`config.mk`:
```
export PLATFORM = sky130hd
export DESIGN_NAME = sim_video_pattern_gen_flat
export DESIGN_NICKNAME = d
export VERILOG_FILES = /design/src/rtl/sim_video_pattern_gen_pkg.sv /design/src/rtl/sim_video_pattern_gen_if.sv /design/src/rtl/sim_video_pattern_gen_pattern.sv /design/src/rtl/sim_video_pattern_gen.sv /design/src/flat_wrapper.sv
export SDC_FILE = /design/constraint.sdc
export NUM_CORES = 1
export LEC_CHECK = 0
export CAP_MARGIN = 20
export CORE_UTILIZATION = 56
export CTS_BUF_LIST = sky130_fd_sc_hd__clkbuf_8
export CTS_CLUSTER_SIZE = 25
export DETAILED_ROUTE_END_ITERATION = 8
export PLACE_DENSITY_LB_ADDON = 0.08
export SLEW_MARGIN = 20
export SYNTH_ARGS = -nofsm -noshare
export SYNTH_HDL_FRONTEND = slang
export SYNTH_SLANG_ARGS = --single-unit
export TNS_END_PERCENT = 30
```
`constraint.sdc`:
```
create_clock -name clk -period 6.85 [get_ports clk]
set_clock_uncertainty 0.1 [all_clocks]
set_input_delay 1.37 -clock clk [delete_from_list [all_inputs] [get_ports clk]]
set_output_delay 1.37 -clock clk [all_outputs]
set_load 0.1 [all_outputs]
```
`src/rtl/sim_video_pattern_gen_pkg.sv`:
```
// rtl/sim_video_pattern_gen_pkg.sv - shared types and bar colour table for the video pattern source
package sim_video_pkg;

  typedef enum logic [1:0] {
    MODE_COUNTER = 2'd0,
    MODE_BARS    = 2'd1,
    MODE_RAMP    = 2'd2,
    MODE_CHECKER = 2'd3
  } mode_e;

  typedef enum logic [2:0] {
    S_IDLE,
    S_ACTIVE,
    S_LGAP,
    S_FGAP,
    S_DONE
  } state_e;

  // Bar colours as {R,G,B} on/off masks; each set bit widens to an all-ones component.
  localparam logic [2:0] BAR_WHITE   = 3'b111;
  localparam logic [2:0] BAR_YELLOW  = 3'b110;
  localparam logic [2:0] BAR_CYAN    = 3'b011;
  localparam logic [2:0] BAR_GREEN   = 3'b010;
  localparam logic [2:0] BAR_MAGENTA = 3'b101;
  localparam logic [2:0] BAR_RED     = 3'b100;
  localparam logic [2:0] BAR_BLUE    = 3'b001;
  localparam logic [2:0] BAR_BLACK   = 3'b000;

  function automatic logic [2:0] bar_mask(input logic [2:0] idx);
    case (idx)
      3'd0:    return BAR_WHITE;
      3'd1:    return BAR_YELLOW;
      3'd2:    return BAR_CYAN;
      3'd3:    return BAR_GREEN;
      3'd4:    return BAR_MAGENTA;
      3'd5:    return BAR_RED;
      3'd6:    return BAR_BLUE;
      default: return BAR_BLACK;
    endcase
  endfunction

endpackage

```
`src/rtl/sim_video_pattern_gen_if.sv`:
```
// rtl/sim_video_pattern_gen_if.sv - video stream bundle between the pattern source and its sink
interface sim_video_pattern_gen_if #(
  parameter int DATA_WIDTH = 24
);
  logic                  vtvalid;
  logic [DATA_WIDTH-1:0] vtdata;
  logic                  vtlast;
  logic                  vtuser;
  logic                  vtready;

  modport master (output vtvalid, output vtdata, output vtlast, output vtuser, input vtready);
  modport slave  (input vtvalid, input vtdata, input vtlast, input vtuser, output vtready);
endinterface

```
`src/rtl/sim_video_pattern_gen_pattern.sv`:
```
// rtl/sim_video_pattern_gen_pattern.sv - combinational pixel generator for all test patterns
module sim_video_pattern
  import sim_video_pkg::*;
#(
  parameter int DATA_WIDTH = 24,
  parameter int COMP_WIDTH = 8,
  parameter int H_ACTIVE   = 640,
  parameter int CHECK_LOG2 = 3,
  parameter int XW         = 10,
  parameter int YW         = 9
) (
  input  mode_e                 mode,
  input  logic [XW-1:0]         x,
  input  logic [YW-1:0]         y,
  output logic [DATA_WIDTH-1:0] pixel
);

  logic [2:0] bar_idx;
  logic [2:0] mask;
  logic       chk_on;

  assign bar_idx = 3'((32'(x) << 3) / 32'(H_ACTIVE));
  assign mask    = bar_mask(bar_idx);
  assign chk_on  = 1'((32'(x) ^ 32'(y)) >> CHECK_LOG2);

  always_comb begin
    pixel = '0;
    case (mode)
      MODE_COUNTER: pixel = DATA_WIDTH'(y) * DATA_WIDTH'(H_ACTIVE) + DATA_WIDTH'(x);
      MODE_BARS:    pixel = DATA_WIDTH'({{COMP_WIDTH{mask[2]}}, {COMP_WIDTH{mask[1]}},
                                         {COMP_WIDTH{mask[0]}}});
      MODE_RAMP:    pixel = DATA_WIDTH'({3{COMP_WIDTH'(x)}});
      MODE_CHECKER: pixel = chk_on ? '1 : '0;
      default:      pixel = '0;
    endcase
  end

endmodule

```
`src/rtl/sim_video_pattern_gen.sv`:
```
// rtl/sim_video_pattern_gen.sv - frame sequencer, counters and registered stream outputs
module sim_video_pattern_gen
  import sim_video_pkg::*;
#(
  parameter int DATA_WIDTH  = 24,
  parameter int COMP_WIDTH  = 8,
  parameter int H_ACTIVE    = 640,
  parameter int V_ACTIVE    = 480,
  parameter int LINE_GAP    = 0,
  parameter int FRAME_GAP   = 0,
  parameter int CHECK_LOG2  = 3,
  parameter int FRAME_CNT_W = 16
) (
  input  logic                   clk,
  input  logic                   rst,
  input  logic                   start,
  input  logic [1:0]             mode,
  input  logic [FRAME_CNT_W-1:0] num_frames,
  sim_video_pattern_gen_if.master vid,
  output logic                   busy,
  output logic                   done,
  output logic [FRAME_CNT_W-1:0] frame_cnt
);

  localparam int XW   = $clog2(H_ACTIVE);
  localparam int YW   = (V_ACTIVE > 1) ? $clog2(V_ACTIVE) : 1;
  localparam int GMAX = (LINE_GAP > FRAME_GAP) ? ((LINE_GAP > 1) ? LINE_GAP : 1)
                                               : ((FRAME_GAP > 1) ? FRAME_GAP : 1);
  localparam int GW   = $clog2(GMAX + 1);

  localparam logic [XW-1:0] X_LAST    = XW'(H_ACTIVE - 1);
  localparam logic [YW-1:0] Y_LAST    = YW'(V_ACTIVE - 1);
  localparam logic [GW-1:0] LGAP_LOAD = GW'((LINE_GAP > 0) ? LINE_GAP - 1 : 0);
  localparam logic [GW-1:0] FGAP_LOAD = GW'((FRAME_GAP > 0) ? FRAME_GAP - 1 : 0);

  state_e                 state_q, state_d, dest_q, dest_d, frame_dest, go_state;
  logic                   go;
  logic [XW-1:0]          x_q, x_d;
  logic [YW-1:0]          y_q, y_d;
  logic [GW-1:0]          gap_q, gap_d;
  logic [FRAME_CNT_W-1:0] fcnt_q, fcnt_d;
  mode_e                  mode_q, mode_d;
  logic                   valid_q, valid_d, done_d;
  logic                   last_q, user_q, busy_q, done_q;
  logic [DATA_WIDTH-1:0]  data_q, pixel;

  sim_video_pattern #(
    .DATA_WIDTH (DATA_WIDTH),
    .COMP_WIDTH (COMP_WIDTH),
    .H_ACTIVE   (H_ACTIVE),
    .CHECK_LOG2 (CHECK_LOG2),
    .XW         (XW),
    .YW         (YW)
  ) u_pattern (
    .mode  (mode_d),
    .x     (x_d),
    .y     (y_d),
    .pixel (pixel)
  );

  always_comb begin
    state_d    = state_q;
    dest_d     = dest_q;
    x_d        = x_q;
    y_d        = y_q;
    gap_d      = gap_q;
    fcnt_d     = fcnt_q;
    mode_d     = mode_q;
    valid_d    = valid_q;
    done_d     = 1'b0;
    go         = 1'b0;
    go_state   = S_IDLE;
    frame_dest = S_IDLE;

    case (state_q)
      S_IDLE: begin
        valid_d = 1'b0;
        if (start) begin
          mode_d   = mode_e'(mode);
          fcnt_d   = '0;
          x_d      = '0;
          y_d      = '0;
          go       = 1'b1;
          go_state = S_ACTIVE;
        end
      end
      S_ACTIVE: begin
        if (vid.vtready) begin
          if (x_q == X_LAST) begin
            x_d = '0;
            if (y_q != Y_LAST) begin
              y_d = y_q + YW'(1);
              if (LINE_GAP != 0) begin
                state_d = S_LGAP;
                gap_d   = LGAP_LOAD;
                valid_d = 1'b0;
              end
            end else begin
              y_d    = '0;
              fcnt_d = fcnt_q + FRAME_CNT_W'(1);
              // The run-length/start decision is taken here so a start drop never truncates a frame.
              if (num_frames != '0 && fcnt_d == num_frames) begin
                frame_dest = S_DONE;
              end else if (!start) begin
                frame_dest = S_IDLE;
              end else begin
                frame_dest = S_ACTIVE;
                mode_d     = mode_e'(mode);
              end
              if (FRAME_GAP == 0) begin
                go       = 1'b1;
                go_state = frame_dest;
              end else begin
                state_d = S_FGAP;
                dest_d  = frame_dest;
                gap_d   = FGAP_LOAD;
                valid_d = 1'b0;
              end
            end
          end else begin
            x_d = x_q + XW'(1);
          end
        end
      end
      S_LGAP: begin
        if (gap_q == '0) begin
          go       = 1'b1;
          go_state = S_ACTIVE;
        end else begin
          gap_d = gap_q - GW'(1);
        end
      end
      S_FGAP: begin
        if (gap_q == '0) begin
          go       = 1'b1;
          go_state = dest_q;
        end else begin
          gap_d = gap_q - GW'(1);
        end
      end
      S_DONE: begin
        if (!start) state_d = S_IDLE;
      end
      default: state_d = S_IDLE;
    endcase

    if (go) begin
      state_d = go_state;
      valid_d = (go_state == S_ACTIVE);
      done_d  = (go_state == S_DONE);
    end
  end

  always_ff @(posedge clk or posedge rst) begin
    if (rst) begin
      state_q <= S_IDLE;
      dest_q  <= S_IDLE;
      x_q     <= '0;
      y_q     <= '0;
      gap_q   <= '0;
      fcnt_q  <= '0;
      mode_q  <= MODE_COUNTER;
      valid_q <= 1'b0;
      data_q  <= '0;
      last_q  <= 1'b0;
      user_q  <= 1'b0;
      busy_q  <= 1'b0;
      done_q  <= 1'b0;
    end else begin
      state_q <= state_d;
      dest_q  <= dest_d;
      x_q     <= x_d;
      y_q     <= y_d;
      gap_q   <= gap_d;
      fcnt_q  <= fcnt_d;
      mode_q  <= mode_d;
      valid_q <= valid_d;
      data_q  <= valid_d ? pixel : '0;
      last_q  <= valid_d && (x_d == X_LAST);
      user_q  <= valid_d && (x_d == '0) && (y_d == '0);
      busy_q  <= (state_d != S_IDLE);
      done_q  <= done_d;
    end
  end

  assign vid.vtvalid = valid_q;
  assign vid.vtdata  = data_q;
  assign vid.vtlast  = last_q;
  assign vid.vtuser  = user_q;
  assign busy        = busy_q;
  assign done        = done_q;
  assign frame_cnt   = fcnt_q;

endmodule

```
`src/flat_wrapper.sv`:
```
// flat-port wrapper written by rule: the top's interface ports become plain ports
module sim_video_pattern_gen_flat import sim_video_pkg::*;
#(
  parameter int DATA_WIDTH  = 24,
  parameter int COMP_WIDTH  = 8,
  parameter int H_ACTIVE    = 640,
  parameter int V_ACTIVE    = 480,
  parameter int LINE_GAP    = 0,
  parameter int FRAME_GAP   = 0,
  parameter int CHECK_LOG2  = 3,
  parameter int FRAME_CNT_W = 16
)
  (clk, rst, start, mode, num_frames, busy, done, frame_cnt, vid_vtvalid, vid_vtdata, vid_vtlast, vid_vtuser, vid_vtready);
  sim_video_pattern_gen_if #(.DATA_WIDTH(DATA_WIDTH)) vid_i ();
  input  logic clk;
  input  logic rst;
  input  logic start;
  input  logic [1:0] mode;
  input  logic [FRAME_CNT_W-1:0] num_frames;
  output logic busy;
  output logic done;
  output logic [FRAME_CNT_W-1:0] frame_cnt;
  output wire logic [$bits(vid_i.vtvalid)-1:0] vid_vtvalid;
  output wire logic [$bits(vid_i.vtdata)-1:0] vid_vtdata;
  output wire logic [$bits(vid_i.vtlast)-1:0] vid_vtlast;
  output wire logic [$bits(vid_i.vtuser)-1:0] vid_vtuser;
  input wire logic [$bits(vid_i.vtready)-1:0] vid_vtready;
  assign vid_vtvalid = vid_i.vtvalid;
  assign vid_vtdata = vid_i.vtdata;
  assign vid_vtlast = vid_i.vtlast;
  assign vid_vtuser = vid_i.vtuser;
  assign vid_i.vtready = vid_vtready;
  sim_video_pattern_gen #(.DATA_WIDTH(DATA_WIDTH), .COMP_WIDTH(COMP_WIDTH), .H_ACTIVE(H_ACTIVE), .V_ACTIVE(V_ACTIVE), .LINE_GAP(LINE_GAP), .FRAME_GAP(FRAME_GAP), .CHECK_LOG2(CHECK_LOG2), .FRAME_CNT_W(FRAME_CNT_W)) u_core (.clk(clk), .rst(rst), .start(start), .mode(mode), .num_frames(num_frames), .vid(vid_i), .busy(busy), .done(done), .frame_cnt(frame_cnt));
endmodule
```
Word level (Yosys, flattened, before mapping). Index checks and enable logic that the tools add are counted. W data, S select, Z words.

Register bits: 70. Memories: 0. Bits of input ports: 22. Output and inout port bits: 45. Bits in writable memories: 0. Bits in latches: 0. Logic and storage cells: 102. Memory bits (read-only): 0.

Add/sub/neg operators: 5. Order comparisons: 0. Multipliers: 1. Reductions and logical operators: 15. Divide/modulo/power cells: 1. Multiplexer cells: 44. Shift-type cells: 0. Equality and inequality tests: 23. Bitwise logic cells: 1.

Operators with widths (count): $pmux W24 S4 (1); $mux W16 (4); $mux W24 (2); $mux W9 (4); $div A13 B10 Y32 const B (1); $pmux W16 S2 (1); $mux W10 (3); $pmux W3 S7 (1); $add A19 B10 Y20 (1); $eq A10 B10 Y1 const B (2); $pmux W10 S2 (1); $mux W3 (6); $pmux W9 S2 (1); $add A16 B1 Y16 const B (1); $eq A16 B16 Y1 (1); $reduce_bool A16 Y1 (1); $eq A3 B3 Y1 const B (5); $eq A3 B2 Y1 const B (4); $mul A9 B3 Y12 const B (1); $mux W1 (11); $add A10 B1 Y10 const B (1); $logic_not A10 Y1 (1); $mux W2 (5); $add A9 B1 Y9 const B (1); 21 further kinds (30).

Longest topological paths before layout. Gate-level depths: netlist (run 1).

Depth in word-level cells: 12. Mapped depth: 20. Gate-level depth less buffers: 20.

Cells and area by module. Synthesis (run 1) repeated with hierarchy kept, for this count alone.

Cells, all modules: 598. Area total of the unflattened synthesis: 5190.0 um2.

Modules (own cells, without submodules): sim_video_pattern_gen (times used 1, cells each 404, seq. area each 1726.7 um2, area an instance 3891.2 um2); sim_video_pattern (times used 1, cells each 194, seq. area each 0.0 um2, area an instance 1298.7 um2).

Worst setup path after synthesis (run 1). No wires, ideal clock.

Path kind: in2reg. Start: in vid_vtready. End: reg u_core.data_q[17] (netlist: u_core.vid.vtdata[17]). Stages on the path: 19. Buffers on the path: 2. Data required time: 6656 ps. Path slack: 1830 ps. Library setup time: 94 ps. Data arrival time: 4827 ps. Cells stage by stage: buf_2 > nor4bb_1 > and4_1 > buf_4 > nand4_1 > nand3_1 > o21ai_0 > ha_1 > inv_1 > fa_1 > nor2b_1 > o21a_1 > o21ai_0 > a21oi_1 > xnor2_1 > o21ai_0 > o311ai_0 > xnor2_1 > a221oi_2.

Elaborated cells on any way between the ends: 31. Classes of those cells: add/sub: 1; mul: 1; div: 1; eq/ne: 10; mux: 15; bitwise: 1; reduce/logical: 2.

RTL lines: start: declaration (RTL line flat_wrapper.sv:27) `input wire logic [$bits(vid_i.vtready)-1:0] vid_vtready;`; $mux W9 (RTL line sim_video_pattern_gen.sv:88) `if (vid.vtready) begin`; $pmux W9 S2 (RTL line sim_video_pattern_gen.sv:75) `case (state_q)`; named net u_core.u_pattern.y[4] (RTL line sim_video_pattern_gen_pattern.sv:14) `input logic [YW-1:0] y,`; $mul A9 B3 Y12 (RTL line sim_video_pattern_gen_pattern.sv:29) `MODE_COUNTER: pixel = DATA_WIDTH'(y) * DATA_WIDTH'(H_ACTIVE) + DATA_WIDTH'(x);`; $add A19 B10 Y20 (RTL line sim_video_pattern_gen_pattern.sv:29); $pmux W24 S4 (RTL line sim_video_pattern_gen_pattern.sv:28) `case (mode)`; $mux W24 (RTL line sim_video_pattern_gen.sv:178) `data_q <= valid_d ? pixel : '0;`; end signal: assignment (RTL line sim_video_pattern_gen.sv:178); end: declaration (RTL line sim_video_pattern_gen.sv:45) `logic [DATA_WIDTH-1:0] data_q, pixel;`.

The timed path passes the listed nets, and every way through them passes these cells. A chain may end at the register's enable or synchronous reset.

Worst setup path after layout (run 1). Same ends and word-level chain as after synthesis.

==> metrics, run 1 <==
drt drc 0; all-layer global routing usage 0.310; WHS Path Cells 1; CP dominant cell by count o21ai_0; Port Buf Inserts 66; Routed Antenna Nets 0; WHS Endpoint u_core.frame_cnt[14]; Slew @ Worst Pin 0.997 ns; worst r2r src u_core.state_q[0]; # hold bufs at CTS 0; routability cong. a little over 0.9; reg2reg path depth 19; sequential area share after synthesis 0.319; Leakage Power 2.49 nW; f_max 168 MHz; vias in the first global route 4703; FF-to-FF setup slack 1.72 ns; Max clock buf depth 2; Resized cells post-CTS 0; Tcrit/Tclk final 0.869; first-pass GRT wire length roughly 24 mm; vias per cell 6.38; Hold Vio Cnt, Final 0; dominant synthesized flop cell dfrtp_1; CTS clk-pin slew, worst paths 0.09 ns; CTS buffer count 9; Die Span Y 100 um; required time of the worst setup path around 7 ns; die area 10100 um2; number of flops mapped to enable cells by yosys 0; FFs w/ async S/R, synth 1.00; die width 100 um; Routed WL 14.6 mm; Final Power 1.61 mW; postcts setup bufs 0; grt ovf 0; Slowest cell on crit path clkdlybuf4s50_1; Placed Area 6080 um2; number of synthesized register bits between 60 and 70; Clock Latency Late Sink between 0.3 and 0.4 ns; Syn-to-layout area delta 15.8%; status completed; # H-tree levels 3; initial drt markers 369; CTS root buffer clkbuf_8; CTS tree yes; HPWL after DPL 10.9 mm; Final #Nets between 600 and 700; dpl ws 0.590 ns; antenna violations before repair 0; syn_nets about 630; commonest non-fill, non-tap cells in the layout 69 x dfrtp_1, 66 x clkdlybuf4s50_1, 44 x nand2_1; commonest non-fill, non-tap cell in the layout dfrtp_1; post-synthesis cell count 586; layout cells sized above 1 0.127; Starting Density 0.583; post-route cell area about 6300 um2; YS warnings 0; slew margin rel. 0.329; per-cell routed wire length 18.8 um; clk sinks 69; Final Max Slew Viols 0; Ports 67; CP endpoint kind flip-flop; Final min period 5.95 ns; drt first pass iters 5; RSZ-0062 raised after global routing false; crit-path cells clkdlybuf4s50_1 -> nor4bb_1 -> and4_1 -> nand4_1 -> o21ai_0 -> ha_1 -> inv_1 -> fa_1 -> nor2b_1 -> o21a_1 -> o21ai_0 -> a21oi_1 -> xnor2_1 -> o21ai_0 -> o311ai_0 -> xnor2_1 -> a221oi_2; total of max-cap violations 0; Cell Rows 35; worst vdd ir 0.262 mV; total number of vias a little under 5000; largest net degree at the start of global routing 70; library cells used by synthesis between 90 and 100; Syn Area/Cell 9.24 um2; critical path type primary input to flip-flop; Cell Area, Synth around 5400 um2; final setup vio count 0; PnR worst setup slack 0.900 ns; hold path start u_core.frame_cnt[14]; worst reg2reg endpoint u_core.vid.vtdata[17]; Pwr Density 257 nW/um2; Worst setup SP type primary input; Tightest Hold Check Type flip-flop to flip-flop; Antenna Cells 0; max incr delay on CP 0.70 ns; CP max FO 10; WP data arrival 6.12 ns; setup TNS 0 ns; core area 9280 um2
worst max path at each step:
stage	start	to	cells after the start
6_report	vid_vtready	u_core.vid.vtdata[17]	17
5_1_grt	vid_vtready	u_core.vid.vtdata[17]	18
4_1_cts	vid_vtready	u_core.vid.vtdata[17]	17
3_5_place_dp	vid_vtready	u_core.vid.vtdata[17]	17
3_3_place_gp	vid_vtready	u_core.vid.vtdata[17]	15
2_1_floorplan	vid_vtready	u_core.vid.vtdata[17]	19
worst max-delay path, delay by kind of cell:
kind            cells  cell delay, ns
buf+inv             2            0.77
xor+xnor            2            0.37
fa+ha+maj           2            0.71
compound gates      7            1.74
simple gates        4            1.15
final cells by class:
| cell class | instances | area (um2) |
|---|---|---|
| tap | 129 | 161 |
| clock buffer | 9 | 124 |
| multi-input combinational | 463 | 3380 |
| clock inverter | 7 | 63.8 |
| fill | 789 | 3010 |
| timing repair buffer | 73 | 713 |
| sequential | 69 | 1730 |
| inverter | 24 | 97.6 |
per-stage QoR:
| step | std cells | hold WS [ns] | util |
|---|---|---|---|
| floorplan | 586 | 0.437 | - |
| global placement | 758 | 0.471 | 0.655 |
| CTS | 774 | 0.506 | 0.675 |
| global route | 774 | 0.521 | 0.675 |
| finish | 774 | 0.506 | 0.675 |
| detailed placement | 758 | 0.490 | 0.655 |
registers in the layout, indices dropped and copies added, names as in the netlist:
signal and count:
u_core.vid.vtvalid 1, u_core.frame_cnt 16, u_core.vid.vtdata 24, u_core.x_q 10, u_core.state_q 3, u_core.y_q 9
u_core.mode_q 2, u_core.busy 1, u_core.vid.vtlast 1, u_core.vid.vtuser 1, u_core.done 1
routing by layer:
metal,global-route usage,up-vias,share of wire
li1,-,2320,-
met1,0.469,2410,0.48
met2,0.455,196,0.44
met3,0.0543,15,0.067
met4,0.0792,0,0.0097
met5,0,-,0
cell usage after synthesis, types with 7 or more instances:
master    count  area [um2]
nor3_1       13        65.1
nor2b_1       8        50.1
inv_1        18        67.6
xor2_1       14         123
nand4_1      14        87.6
a21oi_1      24         120
nor2_1       40         150
ha_1         21         263
buf_2         9        45.0
buf_4         8        60.1
a221oi_2      7         105
nand3_1      27         135
and4_1        7        61.3
nor4_1        7        43.8
a211oi_1      8        60.1
nand2_1      44         165
xnor2_1      29         254
o21ai_0      36         180
nor4_2        7        87.6
dfrtp_1      69        1730
o31ai_1       9        67.6
a311oi_2      7         105
a21o_1        7        52.6
power by group:
group	internal (mW)	switching [mW]	total [mW]	leakage (nW)
Clock	0.140	0.186	0.326	0.0903
Combinational	0.196	0.591	0.787	1.47
Sequential	0.468	0.0325	0.501	0.935
Total	0.804	0.809	1.61	2.49
logic make-up (layout without fill, tap and decap cells):
| logic type | after synthesis | after routing | share of synthesized area |
|---|---|---|---|
| other cells | 1 | 1 | 0.000693 |
| flops | 69 | 69 | 0.319 |
| buf+inv | 54 | 113 | 0.0568 |
| xor+xnor | 43 | 43 | 0.0696 |
| simple gates | 233 | 233 | 0.264 |
| fa+ha+maj | 23 | 23 | 0.0559 |
| compound gates | 155 | 155 | 0.218 |
| mux | 8 | 8 | 0.0159 |
No activity file was read; power rests on OpenSTA's default activity.
==> run 2, diff against run 1 <==
--- a/config.mk
+++ b/config.mk
@@ -6,6 +6,7 @@
 export NUM_CORES = 1
 export LEC_CHECK = 0
 export CAP_MARGIN = 20
+export CORE_ASPECT_RATIO = 1.25
 export CORE_UTILIZATION = 56
 export CTS_BUF_LIST = sky130_fd_sc_hd__clkbuf_8
 export CTS_CLUSTER_SIZE = 25
==> metrics, run 2 (same netlist as run 1, synthesis figures left out) <==
Syn-to-layout area delta 15.0%; die width ~90 um; clk sinks 69; WP data arrival around 6 ns; die area between 10000 and 15000 um2; Comb pwr share 0.498; commonest non-fill, non-tap cells in the layout 69 x dfrtp_1, 66 x clkdlybuf4s50_1, 44 x nand2_1; # H-tree levels 3; Worst setup SP type primary input; antenna violations before repair 0; vias in the first global route 4963; Clock Latency Late Sink approximately 0.36 ns; Max clock buf depth 2; required time of the worst setup path 7.00 ns; all-layer global routing usage 0.309; Port Buf Inserts 66; HPWL after DPL approximately 11 mm; setup TNS 0 ns; first-pass GRT wire length ~24 mm; Final Max Slew Viols 0; Tightest Hold Check Type flip-flop to flip-flop; slew margin rel. 0.326; critical path type primary input to flip-flop; drt first pass iters 7; per-cell routed wire length 19.6 um; non-filler cells, final 765; Antenna Cells 0; total of max-cap violations 0; vias per cell 6.49; Final Power 1.59 mW; clock share of power 0.184; Final #Nets 683; core area 9270 um2; internal power 0.801 mW; Placed Cells 750; initial drt markers 350; crit-path cells clkdlybuf4s50_1 -> and4_1 -> a211oi_1 -> a31oi_1 -> and2_1 -> nand2_2 -> ha_1 -> or3b_2 -> or4_1 -> o211a_2 -> o31ai_1 -> or4_1 -> o2111ai_1 -> o31ai_1 -> nand4bb_1 -> a311oi_1; f_max 169 MHz; CTS clk-pin slew, worst paths 0.08 ns; max FFs per register 24; Routed Antenna Nets 0; Multi-input gate area 3380 um2; Leakage Power 2.48 nW; Hold Vio Cnt, Final 0; routability cong. 0.945; worst vdd ir 0.342 mV; status completed; Switching Fraction 0.497; max incr delay on CP 0.73 ns; Starting Density 0.584; drt drc 0; total number of vias 4967; # hold bufs at CTS 0; sequential power share 0.317; filler instances 767; layout cells sized above 1 0.121; Tcrit/Tclk final 0.863; Die Span Y ~110 um; Slew @ Worst Pin 1.01 ns; Fin Hold WS around 0.48 ns; Psw 0.792 mW; postcts setup bufs 0; RSZ-0062 raised after global routing false; Routed WL 15.0 mm; Ports 67; Final min period slightly below 6 ns; CP max FO 10; Finished Core Util 0.672; CTS root buffer clkbuf_8; commonest non-fill, non-tap cell in the layout dfrtp_1; CTS tree yes; grt ovf 0; Slowest cell on crit path clkdlybuf4s50_1; FF/Latch Area between 1500 and 2000 um2; Cell Rows 39; Pwr Density 256 nW/um2; final setup vio count 0; largest net degree at the start of global routing 70; CP endpoint kind flip-flop; Resized cells post-CTS 0; CTS buffer count 9
[run 2: cell count changes in the layout (fill, tap and decap cells not counted)]
cell,before,now
inv_1,17,18
inv_6,2,0
clkinv_4,2,1
buf_4,7,5
clkbuf_8,9,10
clkinv_2,0,2
inv_8,2,0
[run 2: power groups by stage]
stage	combinational, mW	clock [mW]	sequential [mW]
2_1_floorplan	0.243	0	0.880
3_3_place_gp	0.786	0	0.510
3_5_place_dp	0.793	0	0.508
4_1_cts	0.795	0.302	0.504
5_1_grt	0.824	0.318	0.510
6_report	0.794	0.294	0.506
[run 2: metal layers]
metal	share of wire	GRT usage	vias to the layer above
met5	0	0	-
met4	0.059	0.205	0
met3	0.051	0.0526	64
met2	0.52	0.562	223
met1	0.37	0.328	2385
li1	-	-	2295
[run 2: final timing paths]
kind / slack, ns / start / endpoint / depth (start not counted)
max: 0.94 / vid_vtready / u_core.vid.vtdata[0] / 16
min: 0.48 / u_core.frame_cnt[15] / u_core.frame_cnt[15] / 2
max reg2reg: 1.83 / u_core.state_q[1] / u_core.vid.vtdata[17] / 19
min reg2reg: 0.48 / u_core.frame_cnt[15] / u_core.frame_cnt[15] / 2
max in group asynchronous: 4.56 / rst / u_core.vid.vtdata[21] / 3
min in group asynchronous: 1.49 / rst / u_core.frame_cnt[5] / 3
[run 2: cell type report]
type	instances	share of cell area
Tap cell	123	0.0247
Clock buffer	10	0.0221
Timing Repair Buffer	71	0.112
Inverter	24	0.0157
Multi-Input combinational cell	463	0.543
Sequential cell	69	0.277
Clock inverter	5	0.00462
[run 2: per-stage QoR]
step | worst slack (ns) | area (um2)
2_1_floorplan | 1.83 | 5410
3_3_place_gp | 0.808 | 6060
3_5_place_dp | 0.610 | 6060
4_1_cts | 0.964 | 6230
5_1_grt | 0.530 | 6230
6_report | 0.940 | 6230
[run 2: worst max-delay path: cells and delay by family]
family                   cells  cell delay [ns]
AND/OR/NAND/NOR              7             2.42
AO/OA/AOI/OAI                7             1.17
buffers and inverters        1             0.73
adder cells (fa/ha/maj)      1             0.36
